### src/rtl/elevator_pkg.sv
`default_nettype none
// +----------------------------------------------------------------------+
// | elevator_pkg : shared floor-count constants and car direction type    |
// | Rev 1.0                                                               |
// +----------------------------------------------------------------------+
package elevator_pkg;

    localparam int NUM_FLOORS = 7;
    localparam int FLOOR_W    = 3;

    typedef enum logic [1:0] {
        DIR_IDLE = 2'd0,
        DIR_UP   = 2'd1,
        DIR_DOWN = 2'd2
    } dir_t;

endpackage
`default_nettype wire

### src/rtl/elevator_request_scheduler_search.sv
`default_nettype none
// +----------------------------------------------------------------------+
// | floor_priority_search : nearest pending floor above/below the car     |
// | Rev 1.0                                                               |
// +----------------------------------------------------------------------+
module floor_priority_search #(
    parameter int NUM_FLOORS = elevator_pkg::NUM_FLOORS,
    parameter int FLOOR_W    = elevator_pkg::FLOOR_W
) (
    input  logic [NUM_FLOORS-1:0] bitmap,
    input  logic [FLOOR_W-1:0]    current_floor,
    output logic                  any_above,
    output logic                  any_below,
    output logic [FLOOR_W-1:0]    nearest_above,
    output logic [FLOOR_W-1:0]    nearest_below,
    output logic [FLOOR_W-1:0]    dist_above,
    output logic [FLOOR_W-1:0]    dist_below
);

    localparam logic [FLOOR_W-1:0] C_TOP_FLOOR = FLOOR_W'(NUM_FLOORS - 1);

    logic [FLOOR_W-1:0] w_floor;

    // A position reported beyond the shaft is treated as the top floor.
    assign w_floor = (int'(current_floor) >= NUM_FLOORS) ? C_TOP_FLOOR : current_floor;

    always_comb begin
        any_above     = 1'b0;
        any_below     = 1'b0;
        nearest_above = w_floor;
        nearest_below = w_floor;
        dist_above    = '0;
        dist_below    = '0;
        // Scan downward so the last hit is the lowest floor above the car.
        for (int i = NUM_FLOORS - 1; i >= 0; i--) begin
            if (bitmap[i] && (FLOOR_W'(i) > w_floor)) begin
                any_above     = 1'b1;
                nearest_above = FLOOR_W'(i);
            end
        end
        for (int i = 0; i < NUM_FLOORS; i++) begin
            if (bitmap[i] && (FLOOR_W'(i) < w_floor)) begin
                any_below     = 1'b1;
                nearest_below = FLOOR_W'(i);
            end
        end
        dist_above = nearest_above - w_floor;
        dist_below = w_floor - nearest_below;
    end

endmodule
`default_nettype wire

### src/rtl/elevator_request_scheduler.sv
`default_nettype none
// +----------------------------------------------------------------------+
// | elevator_request_scheduler : request bitmap plus SCAN direction FSM   |
// | Rev 1.0                                                               |
// +----------------------------------------------------------------------+
module elevator_request_scheduler #(
    parameter int NUM_FLOORS = elevator_pkg::NUM_FLOORS,
    parameter int FLOOR_W    = elevator_pkg::FLOOR_W
) (
    input  logic                  clk,
    input  logic                  reset_n,
    input  logic                  r_nwr,
    input  logic [FLOOR_W-1:0]    requested_floor,
    input  logic [FLOOR_W-1:0]    current_floor,
    input  logic                  car_idle,
    output logic [NUM_FLOORS-1:0] pending,
    output logic [FLOOR_W-1:0]    target_floor,
    output logic                  target_valid,
    output logic [1:0]            direction
);

    import elevator_pkg::*;

    logic [NUM_FLOORS-1:0] r_pending;
    dir_t                  r_dir;
    logic [FLOOR_W-1:0]    r_target;
    logic                  r_valid;

    logic [NUM_FLOORS-1:0] w_set;
    logic [NUM_FLOORS-1:0] w_clr;
    logic [NUM_FLOORS-1:0] w_pending_next;
    dir_t                  w_dir_next;
    logic [FLOOR_W-1:0]    w_target_next;
    logic                  w_valid_next;

    logic                  w_any_above;
    logic                  w_any_below;
    logic [FLOOR_W-1:0]    w_near_above;
    logic [FLOOR_W-1:0]    w_near_below;
    logic [FLOOR_W-1:0]    w_dist_above;
    logic [FLOOR_W-1:0]    w_dist_below;

    floor_priority_search #(
        .NUM_FLOORS (NUM_FLOORS),
        .FLOOR_W    (FLOOR_W)
    ) u_search (
        .bitmap        (r_pending),
        .current_floor (current_floor),
        .any_above     (w_any_above),
        .any_below     (w_any_below),
        .nearest_above (w_near_above),
        .nearest_below (w_near_below),
        .dist_above    (w_dist_above),
        .dist_below    (w_dist_below)
    );

    // Decoding by comparison keeps out-of-range indices from touching any bit.
    always_comb begin
        w_set = '0;
        w_clr = '0;
        for (int i = 0; i < NUM_FLOORS; i++) begin
            w_set[i] = !r_nwr && (requested_floor == FLOOR_W'(i));
            w_clr[i] = car_idle && (current_floor == FLOOR_W'(i));
        end
        w_pending_next = (r_pending | w_set) & ~w_clr;
    end

    always_comb begin
        w_dir_next    = r_dir;
        w_target_next = current_floor;
        w_valid_next  = 1'b0;
        case (r_dir)
            DIR_IDLE: begin
                if (w_any_above && w_any_below) begin
                    w_dir_next = (w_dist_above <= w_dist_below) ? DIR_UP : DIR_DOWN;
                end else if (w_any_above) begin
                    w_dir_next = DIR_UP;
                end else if (w_any_below) begin
                    w_dir_next = DIR_DOWN;
                end else begin
                    w_dir_next = DIR_IDLE;
                end
            end
            DIR_UP: begin
                if (w_any_above)      w_dir_next = DIR_UP;
                else if (w_any_below) w_dir_next = DIR_DOWN;
                else                  w_dir_next = DIR_IDLE;
            end
            DIR_DOWN: begin
                if (w_any_below)      w_dir_next = DIR_DOWN;
                else if (w_any_above) w_dir_next = DIR_UP;
                else                  w_dir_next = DIR_IDLE;
            end
            default: w_dir_next = DIR_IDLE;
        endcase

        case (w_dir_next)
            DIR_UP: begin
                w_target_next = w_near_above;
                w_valid_next  = 1'b1;
            end
            DIR_DOWN: begin
                w_target_next = w_near_below;
                w_valid_next  = 1'b1;
            end
            default: begin
                w_target_next = current_floor;
                w_valid_next  = 1'b0;
            end
        endcase
    end

    always_ff @(posedge clk or negedge reset_n) begin
        if (!reset_n) begin
            r_pending <= '0;
            r_dir     <= DIR_IDLE;
            r_target  <= '0;
            r_valid   <= 1'b0;
        end else begin
            r_pending <= w_pending_next;
            r_dir     <= w_dir_next;
            r_target  <= w_target_next;
            r_valid   <= w_valid_next;
        end
    end

    assign pending      = r_pending;
    assign direction    = r_dir;
    assign target_floor = r_target;
    assign target_valid = r_valid;

endmodule
`default_nettype wire

### config.mk
export PLATFORM = sky130hd
export DESIGN_NAME = elevator_request_scheduler
export DESIGN_NICKNAME = d
export VERILOG_FILES = /design/src/rtl/elevator_pkg.sv /design/src/rtl/elevator_request_scheduler_search.sv /design/src/rtl/elevator_request_scheduler.sv
export SDC_FILE = /design/constraint.sdc
export NUM_CORES = 1
export LEC_CHECK = 0
export BUFFER_PORTS_ARGS = -buffer_cell sky130_fd_sc_hd__clkbuf_2
export CAP_MARGIN = 5
export CORE_MARGIN = 2
export CORE_UTILIZATION = 45
export CTS_BUF_LIST = sky130_fd_sc_hd__clkbuf_16
export DETAILED_ROUTE_END_ITERATION = 12
export PLACE_DENSITY = 0.71
export SYNTH_ARGS = -nofsm -noshare
export SYNTH_HDL_FRONTEND = slang
export SYNTH_SLANG_ARGS = --single-unit
### constraint.sdc
create_clock -name clk -period 4.51 [get_ports clk]
set_input_delay 0.2255 -clock clk [delete_from_list [all_inputs] [get_ports clk]]
set_output_delay 0.2255 -clock clk [all_outputs]
set_load 0.005 [all_outputs]
# Word level (Yosys, flattened, before mapping)
# Cells that the tools add are included.
# totals
ff_bits,13
wordCells,113
inputBits,10
output_inout_bits,13
# op_classes
eq_ne,16
reduce_logical,34
n_lt_le_gt_ge,16
muxes,38
add_sub_neg,2
bitwise,3
# ops
cell,n
$mux W3,15
$logic_and A1 B1 Y1,29
$eq A3 B3 Y1 const B,6
$mux W1,16
$eq A3 B2 Y1 const B,4
$mux W2,5
$gt A3 B3 Y1 const A,3
$lt A3 B3 Y1 const A,3
$and A7 B7 Y7,1
$not A7 Y7,1
$or A7 B7 Y7,1
$eq A3 B1 Y1 const B,2
$gt A1 B3 Y1 const A,2
$gt A2 B3 Y1 const A,2
$logic_not A3 Y1,2
$lt A1 B3 Y1 const A,2
$lt A2 B3 Y1 const A,2
$pmux W2 S3,1
$pmux W3 S2,1
$sub A3 B3 Y3,2
$eq A2 B1 Y1 const B,2
$eq A2 B2 Y1 const B,2
$ge A3 B3 Y1 const B,1
$le A3 B3 Y1,1
other kinds (3),3

# Longest topological paths before layout
# logic_depth
ltp_word,19
ltp_mapped,19
depth_no_buf,18

# Cells and area by module
# From an unflattened synthesis, not the netlist that was laid out.
# hier_totals
hier_cells,146
area_unflattened_um2,1193.6
# by_module_without_submodules
mod,seq_area_each_um2,cells_per_inst,area_each_um2,instances
elevator_request_scheduler,325.3,67,669.4,1
floor_priority_search,0.0,79,524.3,1

# Worst setup path after synthesis
# OpenSTA, ideal clock, no wires.
# synth_path
kind,reg-to-reg
from,"register r_pending[2], in the netlist pending[2]"
to,"register r_target[1], in the netlist target_floor[1]"
required_ns,4.446
setup_ns,0.064
path_buffers,1
synth_period_minus_slack_ns,3.629
slack_ns,0.881
path_stages_with_launch,18
arrival_time_ns,3.564
cell_sequence,dfrtp_1 > buf_2 > and2b_1 > or3_1 > a21boi_1 > nor3_1 > ha_1 > fa_1 > inv_1 > ha_1 > nor2b_1 > o21ai_0 > a32oi_1 > o21ai_0 > a21oi_1 > ha_1 > nor4b_1 > a211o_1
# synth_between
elab_chain_cells,13
elab_cells_between_ends,32
classes_between,2 x add/sub; 1 x order compare; 2 x eq/ne; 24 x mux; 3 x reduce/logical
# synth_lines
item,line,text
"start, declared",elevator_request_scheduler.sv:24,logic [NUM_FLOORS-1:0] r_pending;
"start signal, assigned",elevator_request_scheduler.sv:120,r_pending <= w_pending_next;
$logic_and A1 B1 Y1,elevator_request_scheduler_search.sv:42,if (bitmap[i] && (FLOOR_W'(i) < w_floor)) begin
$mux W3 (5 in a row),elevator_request_scheduler_search.sv:42,
$sub A3 B3 Y3,elevator_request_scheduler_search.sv:48,dist_below = w_floor - nearest_below;
$le A3 B3 Y1,elevator_request_scheduler.sv:75,w_dir_next = (w_dist_above <= w_dist_below) ? DIR_UP : DIR_DOWN;
$mux W2,elevator_request_scheduler.sv:75,
$mux W2,elevator_request_scheduler.sv:74,if (w_any_above && w_any_below) begin
$pmux W2 S3 (*),elevator_request_scheduler.sv:72,case (r_dir)
via w_dir_next[1],elevator_request_scheduler.sv:32,dir_t w_dir_next;
$eq A2 B2 Y1 / $eq A2 B1 Y1 (equally long branches),elevator_request_scheduler.sv:97,case (w_dir_next)
$pmux W3 S2 (*),elevator_request_scheduler.sv:97,
via w_target_next[1],elevator_request_scheduler.sv:33,logic [FLOOR_W-1:0] w_target_next;
"end signal, assigned",elevator_request_scheduler.sv:122,r_target <= w_target_next;
"end, declared",elevator_request_scheduler.sv:26,logic [FLOOR_W-1:0] r_target;
# Mark *: on every way through the listed nets, which the timed path passes. The rest lies on a longest branch.

# Worst setup path after layout
# layout_path
from,"register r_pending[2], in the netlist pending[2]"
to,"register r_target[1], in the netlist target_floor[1]"
# layout_between
elab_chain_cells,13
elab_cells_between_ends,32
classes_between,2 x add/sub; 1 x order compare; 2 x eq/ne; 24 x mux; 3 x reduce/logical
# layout_lines
item,line
$logic_and A1 B1 Y1,elevator_request_scheduler_search.sv:42
$mux W3 (5 in a row),elevator_request_scheduler_search.sv:42
$sub A3 B3 Y3,elevator_request_scheduler_search.sv:48
$le A3 B3 Y1,elevator_request_scheduler.sv:75
$mux W2,elevator_request_scheduler.sv:75
$mux W2,elevator_request_scheduler.sv:74
$pmux W2 S3,elevator_request_scheduler.sv:72
$eq A2 B2 Y1 / $eq A2 B1 Y1 (equally long branches),elevator_request_scheduler.sv:97
$pmux W3 S2 (*),elevator_request_scheduler.sv:97
via w_target_next[1],elevator_request_scheduler.sv:33
# Marked as above.

==> results.ini <==
[clocking]
cts_resized = 0
clock-sinks = 13
cts_max_path_buffers = 2
clk_pin_slew_ps = 50
post-cts-setup-buffer-count = 0
htreeDepth = 1
clk_latency_ps = 240
cts_root_buf = clkbuf_16
hold_buffers = 1
numCtsBuffers = 3
cts_tree = built

[final_layout]
fin_nets = 182
post-route-util_pct = 54.5
n_antenna_cell = 0
final_layout_size_suffix_gt1_share_pct = 18.5
area_growth_pct = 15.1
final_cells = 192

[critical_path]
critical-path-slowest-cell = dfrtp_1
r2r_setup_slack_ps = 580
endpoint = target_floor[1]
path_class = flip-flop to flip-flop
path_max_fanout = 11
timing.rr.end = target_floor[1]
worstSetupStartpointType = flip-flop
path_cells = nor2b_1 -> o21ai_0 -> a21oi_1 -> or3_1 -> ha_1 -> inv_1 -> fa_1 -> inv_1 -> ha_1 -> nor2b_1 -> o21ai_0 -> a32oi_1 -> a21oi_1 -> o21ai_0 -> ha_1 -> nor4b_1 -> a211o_1
cp-end-kind = flip-flop
crit_arrival_ps = 4110
r2r_start = pending[2]
rr_worst_depth = 17
slowest_delay_ps = 550
crit_start = pending[2]
crit_required_ps = 4690

[placement]
routabilityCongestion = 0.907
dp_hpwl_um = 2060
place_inst = 187
portBuffers = 22
place_ws_ps = 467

[global_routing]
grt_start_max_net_pins = 22
grt_first_pass_wirelength_um = 4690
gr-total-overflow = 0
antenna_found_initial = 0
grt_usage_pct = 22.0
grt_pass1_vias = 1071

[detailed_routing]
wl_met2_um = 1310
via_per_inst = 6.03
vias = 1158
avgRoutedWirePerCell_um = 14.6
routed-wl-met3_um = 254
wl_met1_um = 1180
ant_nets = 0
drt-initial-drc-count = 64
first_pass_iters = 5
routed_wl_um = 2800
drcViolationCount = 0
maxUsedRoutingLayer = met4

[sta]
tightest_slew_ps = 442
setup_viol_count_final = 0
clock.fmax_mhz = 254
fin_tns_setup_ps = 0
relSlewSlack_pct = 70.6
finalHoldViolations = 0
fin_crit_ps = 3930
finalClockSkew_ps = 6.70
finalCritPeriodShare_pct = 87.2
rsz0062_at_grt = false
setup_ws_ps = 576
whs_ps = 228
slew_viol_final = 0

[power]
ir_worst_vdd_mv = 0.486
p_leak_nw = 0.639
power_density_nw_per_um2 = 539

[floorplanning]
io_pins = 23
die_h_um = 54.8
initial_core_util_pct = 47.3
coreArea_um2 = 2450
dieArea_um2 = 3010
die_w_um = 54.8
num_rows = 18

[synth]
yosysWarnings = 0
synth_cells = 141
synth_edf_count = 0
synth.area.top_cells = dfrtp_1, a21oi_1, ha_1
yosysSeqAreaShare_pct = 28.0
syn_nets = 160
yosys.cell_types.count = 43
netlist_area_um2 = 1160
synth.ff_latch_count = 13
synth.avg_cell_area_um2 = 8.24
ys_top_cells_by_count = a21oi_1, dfrtp_1, nor2_1, inv_1, o21ai_0
synth.most_common_cell = a21oi_1
synth.top_cell.area_share_pct = 28.0
async_flop_share_pct = 100
synth_area_leader_cell = dfrtp_1
ys_dominant_reg_cell = dfrtp_1

[outcome]
status = finished, final reports clean

[min_path]
holdCritPathClass = input port to flip-flop
hp-start = car_idle

[run]
maxCapViolCount = 0

-- per-layer routing --
metal,GRT usage [%],vias to the layer above
li1,-,551
met1,27.5,538
met2,34.9,62
met3,5.74,7
met4,10.8,0
met5,0,-
-- state kept, by name, indices dropped and copies added (netlist names) --
register      cells
target_floor      3
pending           7
direction         2
target_valid      1
-- power breakdown --
part           internal (W)  switching, W  leakage [nW]
clock network      0.000117     0.0000468        0.0423
registers          0.000159     0.0000392         0.157
logic              0.000163      0.000195         0.441
-- critical path: cells and delay by family, from the launching register on --
kind                       cells  cell delay (ps)
and+or+nand+nor                4              960
AOI/OAI and AO/OA              7             1030
DFF                            1              550
buffers and inverters          2              140
adders and majority gates      4             1190
-- area by class of cell --
type / instances / area (µm²)
Sequential cell: 13 / 325
Tap cell: 30 / 37.5
Timing Repair Buffer: 24 / 128
Inverter: 11 / 41.3
Clock inverter: 1 / 3.75
Multi-Input combinational cell: 110 / 727
Fill cell: 228 / 1120
Clock buffer: 3 / 75.1
-- cells by family after synthesis --
family | after synthesis | share of synthesized area (%)
fa+ha+maj | 9 | 11.0
flops | 13 | 28.0
simple gates | 46 | 21.6
buf+inv | 18 | 9.47
xor+xnor | 3 | 2.26
compound gates | 52 | 27.7
-- stage by stage --
| stage | cell area, µm² | power [W] |
|---|---|---|
| 4_1_cts | 1340 | 0.000725 |
| 5_1_grt | 1340 | 0.000793 |
| 6_report | 1340 | 0.000720 |
| 2_1_floorplan | 1160 | 0.000448 |
| 3_3_place_gp | 1250 | 0.000545 |
| 3_5_place_dp | 1250 | 0.000553 |
-- worst min path at each step --
stage	end	slack, ps	cells after the start
2_1_floorplan	direction[0]	-70	0
3_3_place_gp	target_valid	130	1
3_5_place_dp	target_valid	140	1
4_1_cts	pending[0]	220	2
5_1_grt	pending[0]	240	2
6_report	pending[0]	230	2
-- cells in the final DEF (no fill, tap or decap), types with 5 or more instances in the layout --
cell type,Yosys,routed
nor2_1,11,11
clkbuf_2,0,22
inv_1,10,11
o21ai_0,10,10
dfrtp_1,13,13
nor2b_1,7,7
a31oi_1,6,6
ha_1,7,7
a21oi_1,18,18
nand2_1,5,5
Power figures use the tool's default switching activity.
